===== src/rtl/scanout_pkg.sv =====
// Shared types and helpers for the scaled frame scanout path.
//   colour_mode_e : run-time pixel colour mode
//   timing_t      : one axis of video timing (active/fp/sync/bp)
//   pix_ctl_t     : per-pixel control bundle carried down the pipeline
//   total()       : sum of the four regions of one axis
//   safe_width()  : counter width for 0..n-1, never below 1 bit
//   colourise()   : maps an 8-bit grey sample to 24-bit RGB
package scanout_pkg;

  localparam int unsigned THRESH_LEVEL = 128;

  typedef enum logic [1:0] {
    GRAY   = 2'd0,
    INVERT = 2'd1,
    THRESH = 2'd2,
    FALSE  = 2'd3
  } colour_mode_e;

  typedef struct packed {
    logic [15:0] active;
    logic [15:0] fp;
    logic [15:0] sync;
    logic [15:0] bp;
  } timing_t;

  typedef struct packed {
    logic         hs;
    logic         vs;
    logic         den;
    logic         win;
    logic         org;
    colour_mode_e mode;
  } pix_ctl_t;

  localparam pix_ctl_t CTL_IDLE = '{hs: 1'b1, vs: 1'b1, den: 1'b0, win: 1'b0,
                                    org: 1'b0, mode: GRAY};

  function automatic int total(timing_t t);
    return int'(t.active) + int'(t.fp) + int'(t.sync) + int'(t.bp);
  endfunction

  function automatic int safe_width(int n);
    return (n <= 2) ? 1 : $clog2(n);
  endfunction

  function automatic logic [23:0] colourise(colour_mode_e m, logic [7:0] g);
    logic [23:0] c;
    case (m)
      GRAY:    c = {3{g}};
      INVERT:  c = {3{~g}};
      THRESH:  c = (32'(g) >= THRESH_LEVEL) ? '1 : '0;
      FALSE:   c = {g, 8'hFF - g, g >> 1};
      default: c = '0;
    endcase
    return c;
  endfunction

endpackage


===== src/rtl/video_timing_gen.sv =====
// Free-running raster counters and stage-0 timing decode.
//   clk, reset    : pixel clock, synchronous active-low reset
//   h, v          : current raster position (active, FP, sync, BP order)
//   hsync, vsync  : active-low syncs decoded from h / v
//   den           : h and v both inside the active region
//   frame_origin  : (h,v) == (0,0)
module video_timing_gen
  import scanout_pkg::*;
#(
  parameter timing_t H_T = '{active: 16'd640, fp: 16'd16, sync: 16'd96, bp: 16'd48},
  parameter timing_t V_T = '{active: 16'd480, fp: 16'd10, sync: 16'd2,  bp: 16'd33},
  parameter int      HW  = safe_width(total(H_T)),
  parameter int      VW  = safe_width(total(V_T))
) (
  input  logic          clk,
  input  logic          reset,
  output logic [HW-1:0] h,
  output logic [VW-1:0] v,
  output logic          hsync,
  output logic          vsync,
  output logic          den,
  output logic          frame_origin
);

  localparam int H_TOT  = total(H_T);
  localparam int V_TOT  = total(V_T);
  localparam int HS_BEG = int'(H_T.active) + int'(H_T.fp);
  localparam int HS_END = HS_BEG + int'(H_T.sync);
  localparam int VS_BEG = int'(V_T.active) + int'(V_T.fp);
  localparam int VS_END = VS_BEG + int'(V_T.sync);

  always_ff @(posedge clk) begin
    if (!reset) begin
      h <= '0;
      v <= '0;
    end else if (int'(h) == H_TOT - 1) begin
      h <= '0;
      v <= (int'(v) == V_TOT - 1) ? '0 : v + 1'b1;
    end else begin
      h <= h + 1'b1;
    end
  end

  always_comb begin
    hsync        = !((int'(h) >= HS_BEG) && (int'(h) < HS_END));
    vsync        = !((int'(v) >= VS_BEG) && (int'(v) < VS_END));
    den          = (int'(h) < int'(H_T.active)) && (int'(v) < int'(V_T.active));
    frame_origin = (h == '0) && (v == '0);
  end

endmodule


===== src/rtl/scaled_frame_scanout.sv =====
// Scans an IMG_W x IMG_H grey image out of frame memory into a VGA raster,
// with integer upscale, window offset, image select and colour modes.
//   clk, reset   : pixel clock, synchronous active-low reset
//   image_sel    : image index, sampled at frame origin (>= NUM_IMAGES -> 0)
//   mode         : colour mode, sampled at frame origin
//   mem_rd       : read strobe (stage 1)
//   mem_addr     : pixel address (stage 1, held when idle)
//   mem_data     : read data, MEM_LAT cycles after mem_addr
//   hsync, vsync : active-low syncs
//   den          : data enable
//   rgb_out      : {R,G,B}
//   frame_start  : one-cycle pulse with output pixel (0,0)
// All outputs lag the raster counters by MEM_LAT+2 cycles.
module scaled_frame_scanout
  import scanout_pkg::*;
#(
  parameter int H_ACTIVE   = 640,
  parameter int H_FP       = 16,
  parameter int H_SYNC     = 96,
  parameter int H_BP       = 48,
  parameter int V_ACTIVE   = 480,
  parameter int V_FP       = 10,
  parameter int V_SYNC     = 2,
  parameter int V_BP       = 33,
  parameter int IMG_W      = 256,
  parameter int IMG_H      = 256,
  parameter int SCALE      = 1,
  parameter int X0         = 0,
  parameter int Y0         = 0,
  parameter int NUM_IMAGES = 2,
  parameter int ADDR_W     = 19,
  parameter int MEM_LAT    = 1,
  parameter logic [7:0] BG = 8'h00,
  localparam int SEL_W     = safe_width(NUM_IMAGES)
) (
  input  logic              clk,
  input  logic              reset,
  input  logic [SEL_W-1:0]  image_sel,
  input  logic [1:0]        mode,
  output logic              mem_rd,
  output logic [ADDR_W-1:0] mem_addr,
  input  logic [7:0]        mem_data,
  output logic              hsync,
  output logic              vsync,
  output logic              den,
  output logic [23:0]       rgb_out,
  output logic              frame_start
);

  localparam timing_t H_T = '{active: 16'(H_ACTIVE), fp: 16'(H_FP),
                              sync: 16'(H_SYNC), bp: 16'(H_BP)};
  localparam timing_t V_T = '{active: 16'(V_ACTIVE), fp: 16'(V_FP),
                              sync: 16'(V_SYNC), bp: 16'(V_BP)};
  localparam int H_TOT = total(H_T);
  localparam int V_TOT = total(V_T);
  localparam int HW    = safe_width(H_TOT);
  localparam int VW    = safe_width(V_TOT);
  localparam int SUBW  = safe_width(SCALE);
  localparam int X1    = X0 + IMG_W * SCALE;
  localparam int Y1    = Y0 + IMG_H * SCALE;
  localparam int D     = MEM_LAT + 1;

  if (X1 > H_ACTIVE || Y1 > V_ACTIVE) begin : g_chk_window
    $fatal(1, "scaled window does not fit inside the active area");
  end
  if (longint'(NUM_IMAGES) * IMG_W * IMG_H > (longint'(1) << ADDR_W)) begin : g_chk_addr
    $fatal(1, "images do not fit in the address space");
  end
  if (SCALE < 1 || MEM_LAT < 1) begin : g_chk_range
    $fatal(1, "SCALE and MEM_LAT must both be at least 1");
  end

  // Stage 0: raster position and decoded timing
  logic [HW-1:0] h;
  logic [VW-1:0] v;
  logic          hs0, vs0, den0, org0, win0;

  video_timing_gen #(
    .H_T (H_T),
    .V_T (V_T),
    .HW  (HW),
    .VW  (VW)
  ) u_timing (
    .clk          (clk),
    .reset        (reset),
    .h            (h),
    .v            (v),
    .hsync        (hs0),
    .vsync        (vs0),
    .den          (den0),
    .frame_origin (org0)
  );

  // Per-frame selections; at the origin pixel itself the live inputs are used
  // so the whole frame, including pixel (0,0), sees the same values.
  logic [SEL_W-1:0] sel_q, sel_in, sel_eff;
  colour_mode_e     mode_q, mode_eff;
  logic [ADDR_W-1:0] img_base, x_img, row_base;
  logic [SUBW-1:0]   x_sub, y_sub;
  logic              line_end, frame_end, win_line_end;

  always_comb begin
    win0         = den0 && (int'(h) >= X0) && (int'(h) < X1)
                        && (int'(v) >= Y0) && (int'(v) < Y1);
    sel_in       = (int'(image_sel) < NUM_IMAGES) ? image_sel : '0;
    sel_eff      = org0 ? sel_in : sel_q;
    mode_eff     = org0 ? colour_mode_e'(mode) : mode_q;
    line_end     = (int'(h) == H_TOT - 1);
    frame_end    = line_end && (int'(v) == V_TOT - 1);
    win_line_end = win0 && (int'(h) == X1 - 1);
    img_base     = '0;
    for (int unsigned i = 0; i < NUM_IMAGES; i++) begin
      if (int'(sel_eff) == int'(i)) img_base = ADDR_W'(i * IMG_W * IMG_H);
    end
  end

  always_ff @(posedge clk) begin
    if (!reset) begin
      sel_q    <= '0;
      mode_q   <= GRAY;
      x_sub    <= '0;
      x_img    <= '0;
      y_sub    <= '0;
      row_base <= '0;
      mem_rd   <= 1'b0;
      mem_addr <= '0;
    end else begin
      if (org0) begin
        sel_q  <= sel_in;
        mode_q <= colour_mode_e'(mode);
      end

      mem_rd <= win0;
      if (win0) mem_addr <= img_base + row_base + x_img;

      if (line_end) begin
        x_sub <= '0;
        x_img <= '0;
      end else if (win0) begin
        if (int'(x_sub) == SCALE - 1) begin
          x_sub <= '0;
          x_img <= x_img + 1'b1;
        end else begin
          x_sub <= x_sub + 1'b1;
        end
      end

      if (frame_end) begin
        y_sub    <= '0;
        row_base <= '0;
      end else if (win_line_end) begin
        if (int'(y_sub) == SCALE - 1) begin
          y_sub    <= '0;
          row_base <= row_base + ADDR_W'(IMG_W);
        end else begin
          y_sub <= y_sub + 1'b1;
        end
      end
    end
  end

  // Control delay line: ctl_q[D-1] lines up with mem_data for the same pixel
  pix_ctl_t ctl0;
  pix_ctl_t ctl_q [D];

  always_comb begin
    ctl0 = '{hs: hs0, vs: vs0, den: den0, win: win0, org: org0, mode: mode_eff};
  end

  always_ff @(posedge clk) begin
    if (!reset) begin
      for (int unsigned i = 0; i < D; i++) ctl_q[i] <= CTL_IDLE;
    end else begin
      ctl_q[0] <= ctl0;
      for (int unsigned i = 1; i < D; i++) ctl_q[i] <= ctl_q[i-1];
    end
  end

  always_ff @(posedge clk) begin
    if (!reset) begin
      hsync       <= 1'b1;
      vsync       <= 1'b1;
      den         <= 1'b0;
      rgb_out     <= '0;
      frame_start <= 1'b0;
    end else begin
      hsync       <= ctl_q[D-1].hs;
      vsync       <= ctl_q[D-1].vs;
      den         <= ctl_q[D-1].den;
      frame_start <= ctl_q[D-1].org;
      if (!ctl_q[D-1].den)      rgb_out <= '0;
      else if (!ctl_q[D-1].win) rgb_out <= {3{BG}};
      else                      rgb_out <= colourise(ctl_q[D-1].mode, mem_data);
    end
  end

endmodule


===== config.mk =====
export PLATFORM = sky130hd
export DESIGN_NAME = scaled_frame_scanout
export DESIGN_NICKNAME = d
export VERILOG_FILES = /design/src/rtl/scanout_pkg.sv /design/src/rtl/video_timing_gen.sv /design/src/rtl/scaled_frame_scanout.sv
export SDC_FILE = /design/constraint.sdc
export NUM_CORES = 1
export LEC_CHECK = 0
export CELL_PAD_IN_SITES_DETAIL_PLACEMENT = 0
export CELL_PAD_IN_SITES_GLOBAL_PLACEMENT = 2
export CORE_MARGIN = 8
export CORE_UTILIZATION = 36
export DETAILED_ROUTE_END_ITERATION = 10
export GPL_TIMING_DRIVEN = 0
export PLACE_DENSITY = 0.81
export SLEW_MARGIN = 20
export SYNTH_ARGS = -nofsm -noshare
export SYNTH_HDL_FRONTEND = slang
export SYNTH_SLANG_ARGS = --single-unit

===== constraint.sdc =====
create_clock -name clk -period 7.1 [get_ports clk]
set_input_delay 1.42 -clock clk [delete_from_list [all_inputs] [get_ports clk]]
set_output_delay 1.42 -clock clk [all_outputs]
set_load 0.02 [all_outputs]

==> metrics.md <==
| Metric | Value |
|---|---|
| Layout cell share with drive strength beyond 1 | 3.79% |
| Post-synth top area cell | dfxtp_1 |
| Setup WS post-layout | 3.48 ns |
| Die ar. | 0.0176 mm2 |
| Reg area | 0.00224 mm2 |
| CTS clk-pin slew, worst paths | 0.07 ns |
| R2r setup slk | 3.48 ns |
| Port buffer count | 60 |
| Multi-input logic area | 0.00252 mm2 |
| Hold Vio Cnt, Final | 0 |
| DR vias/cell | 4.93 |
| Core Rows | 42 |
| Placed Instances | 793 |
| Max-slew headroom | 54.3% |
| Pwr dens | 207 mW/mm2 |
| Fill cell count | 1324 |
| H-tree depth | 3 |
| Post-CTS Hold Buffers | 0 |
| Core Area | 0.0132 mm2 |
| Worst skew pair latency | 0.36 ns |
| Drt wl/cell | 15.1 um |
| First-pass GRT wire length | 20000 um |
| Synth async-reset ratio | 0% |
| Post-CTS Setup Repair Bufs | 0 |
| Worst hold start | ctl_q[0][13] |
| Max cap viols | 0 |
| Final nets | 667 |
| Reg2Reg Depth | 11 |
| Hold Path Depth | 1 |
| Synthesis-stage register bit count | 112 |
| Pin count of the biggest net entering global routing | 20 |
| Residual DRC | 0 |
| Detailed Route WL | 12200 um |
| Synth Warn # | 0 |
| Critical path's slowest cell | or4_1 |
| Static leakage | 2.30 nW |
| Area of the mapped netlist | 0.00489 mm2 |
| EDFF count, synth | 0 |
| Synthesized Nets | 596 |
| Top post-synthesis cells by count | dfxtp_1, nand2_1, nor2_1 |
| CP startpoint kind | flop |
| Worst Skew | 0.00773 ns |
| DR iter-0 viols | 203 |
| Maximum VDD drop | 0.000108 V |
| Syn_area_per_cell | 8.78 um2 |
| Total power | 1.25 mW |
| Register area share after synthesis | 45.8% |
| Status | finished, final reports clean |
| Worst r2r dst | mem_addr[18] |
| Routed via count | 3986 |
| Ys flop type | dfxtp_1 |
| Worst Tran Pin Value | 0.680 ns |
| Drt pass-1 iters | 5 |
| Fin cells | 809 |
| Fin. max-slew vios | 0 |
| Grt ovf | 0 |
| Routability cong. | 0.811 |
| Antenna Nets Post-Route | 0 |
| Cells after synthesis | 557 |
| Number of global-route vias before repair | 3850 |
| Synth top area cells | dfxtp_1, ha_1, a21oi_1 |
| Initial antenna violation count | 0 |
| Synth top area share | 45.8% |
| Post-CTS resize count | 0 |
| Worst Hold End | hsync |
| RSZ-0062 raised after global routing | no |
| Die W | 133 um |
| Min Tclk post-route | 3.62 ns |
| CTS root buffer | clkbuf_16 |
| Setup TNS | 0 ns |
| Total track usage | 14.1% |
| WP data required | 7.33 ns |
| Crit Path Category | flop to flop |
| Placed wire-length estimate | 9100 um |
| Critical path cell sequence | or4_1 -> buf_2 -> or4_4 -> nor3_4 -> mux2_4 -> fa_1 -> ha_1 -> a21o_1 -> a41oi_1 -> xnor2_1 -> a21oi_1 |
| Period utilisation layout | 51.0% |
| Critical path data arrival time | 3.85 ns |
| Setup violators final | 0 |
| CTS Buf Count | 9 |
| Hold/Removal Path Class | flop to flop |
| Pre-CTS setup slack | 3.47 ns |
| CTS tree | yes |
| Die height | 133 um |
| Synth cell types | 43 |
| N_diodes | 0 |
| CP endpoint kind | flop |
| Count leader, synth | dfxtp_1 |
| R2R Path Start | u_timing.v[8] |
| Clk sinks | 112 |
| Critical Path Max Stage Delay | 0.51 ns |
| Max Freq | 276 MHz |
| # IOs | 61 |
| CP max FO | 6 |
| Initial Util | 36.9% |
| Area grow syn2layout | 23.0% |
| CTS max path bufs | 2 |
-- cells by family after synthesis --
group | after synthesis | synth area share (%)
buf+inv | 35 | 2.71
simple gates | 235 | 24.2
flops | 112 | 45.8
xor+xnor | 43 | 7.70
mux | 5 | 1.13
compound gates | 101 | 11.5
fa+ha+maj | 26 | 6.96
-- metrics by stage --
step | utilization, % | hold WS (ns) | cell area [um2]
2_1_floorplan | - | 0.386 | 4890
3_3_place_gp | 43.1 | 0.391 | 5710
3_5_place_dp | 43.1 | 0.397 | 5710
4_1_cts | 45.4 | 0.417 | 6020
5_1_grt | 45.4 | 0.426 | 6020
6_report | 45.4 | 0.412 | 6020
-- flip-flops by register name (all words and copies together), names as in the netlist, 10 cells and up --
| register | flops |
|---|---|
| u_timing.h | 10 |
| ctl_q | 13 |
| x_img | 19 |
| u_timing.v | 10 |
| mem_addr | 19 |
| rgb_out | 24 |
| row_base | 11 |
-- metal layers --
layer  track usage, %  share of wire [%]  vias to the layer above
li1                 -                  -                     2063
met1             18.4                 50                     1852
met2             21.9                 44                       63
met3             3.63                4.1                        8
met4             5.11                1.4                        0
met5                0                  0                        -
-- critical path, delay by kind of cell, from the launching register on --
kind            cells  cell delay (ns)
simple gates        3             1.27
fa+ha+maj           2             0.71
compound gates      3             0.44
flops               1             0.38
mux                 1             0.35
buf+inv             1             0.19
xor+xnor            1             0.16
-- power breakdown --
| group | internal (mW) | leakage, nW | switching [mW] |
|---|---|---|---|
| Sequential | 0.638 | 0.907 | 0.00732 |
| Clock | 0.278 | 0.150 | 0.248 |
| Combinational | 0.0322 | 1.24 | 0.0429 |
-- how the worst max path moves through the flow --
stage / slack, ns / cells after the start / end / from
finish: 3.48 / 11 / mem_addr[18] / u_timing.v[8]
CTS: 3.43 / 11 / mem_addr[18] / u_timing.v[8]
global route: 3.22 / 11 / mem_addr[18] / u_timing.v[8]
floorplan: 3.77 / 11 / mem_addr[18] / u_timing.v[9]
global placement: 3.48 / 11 / mem_addr[18] / u_timing.v[8]
detailed placement: 3.47 / 11 / mem_addr[18] / u_timing.v[8]
-- area by class of cell --
class                           count  area share [%]
Clock inverter                      7            1.31
Inverter                           14           0.874
Buffer                             21            1.33
Multi-Input combinational cell    410            41.8
Sequential cell                   112            37.3
Clock buffer                        9            3.74
Tap cell                          176            3.66
Timing Repair Buffer               60            9.98
-- cell usage in the layout (no fill, tap or decap), drive strengths merged, types with 8 or more instances in the layout --
cell,count
clkbuf,29
clkdlybuf4s50,60
inv,16
xnor2,22
o21ai,28
nand2,60
xor2,21
or3,11
nor2,60
nor3,15
nand2b,17
dfxtp,112
nand4,12
and3,8
and2,13
a21oi,53
ha,24
nand3,18
Note: power is estimated with default switching activity, not from simulation.
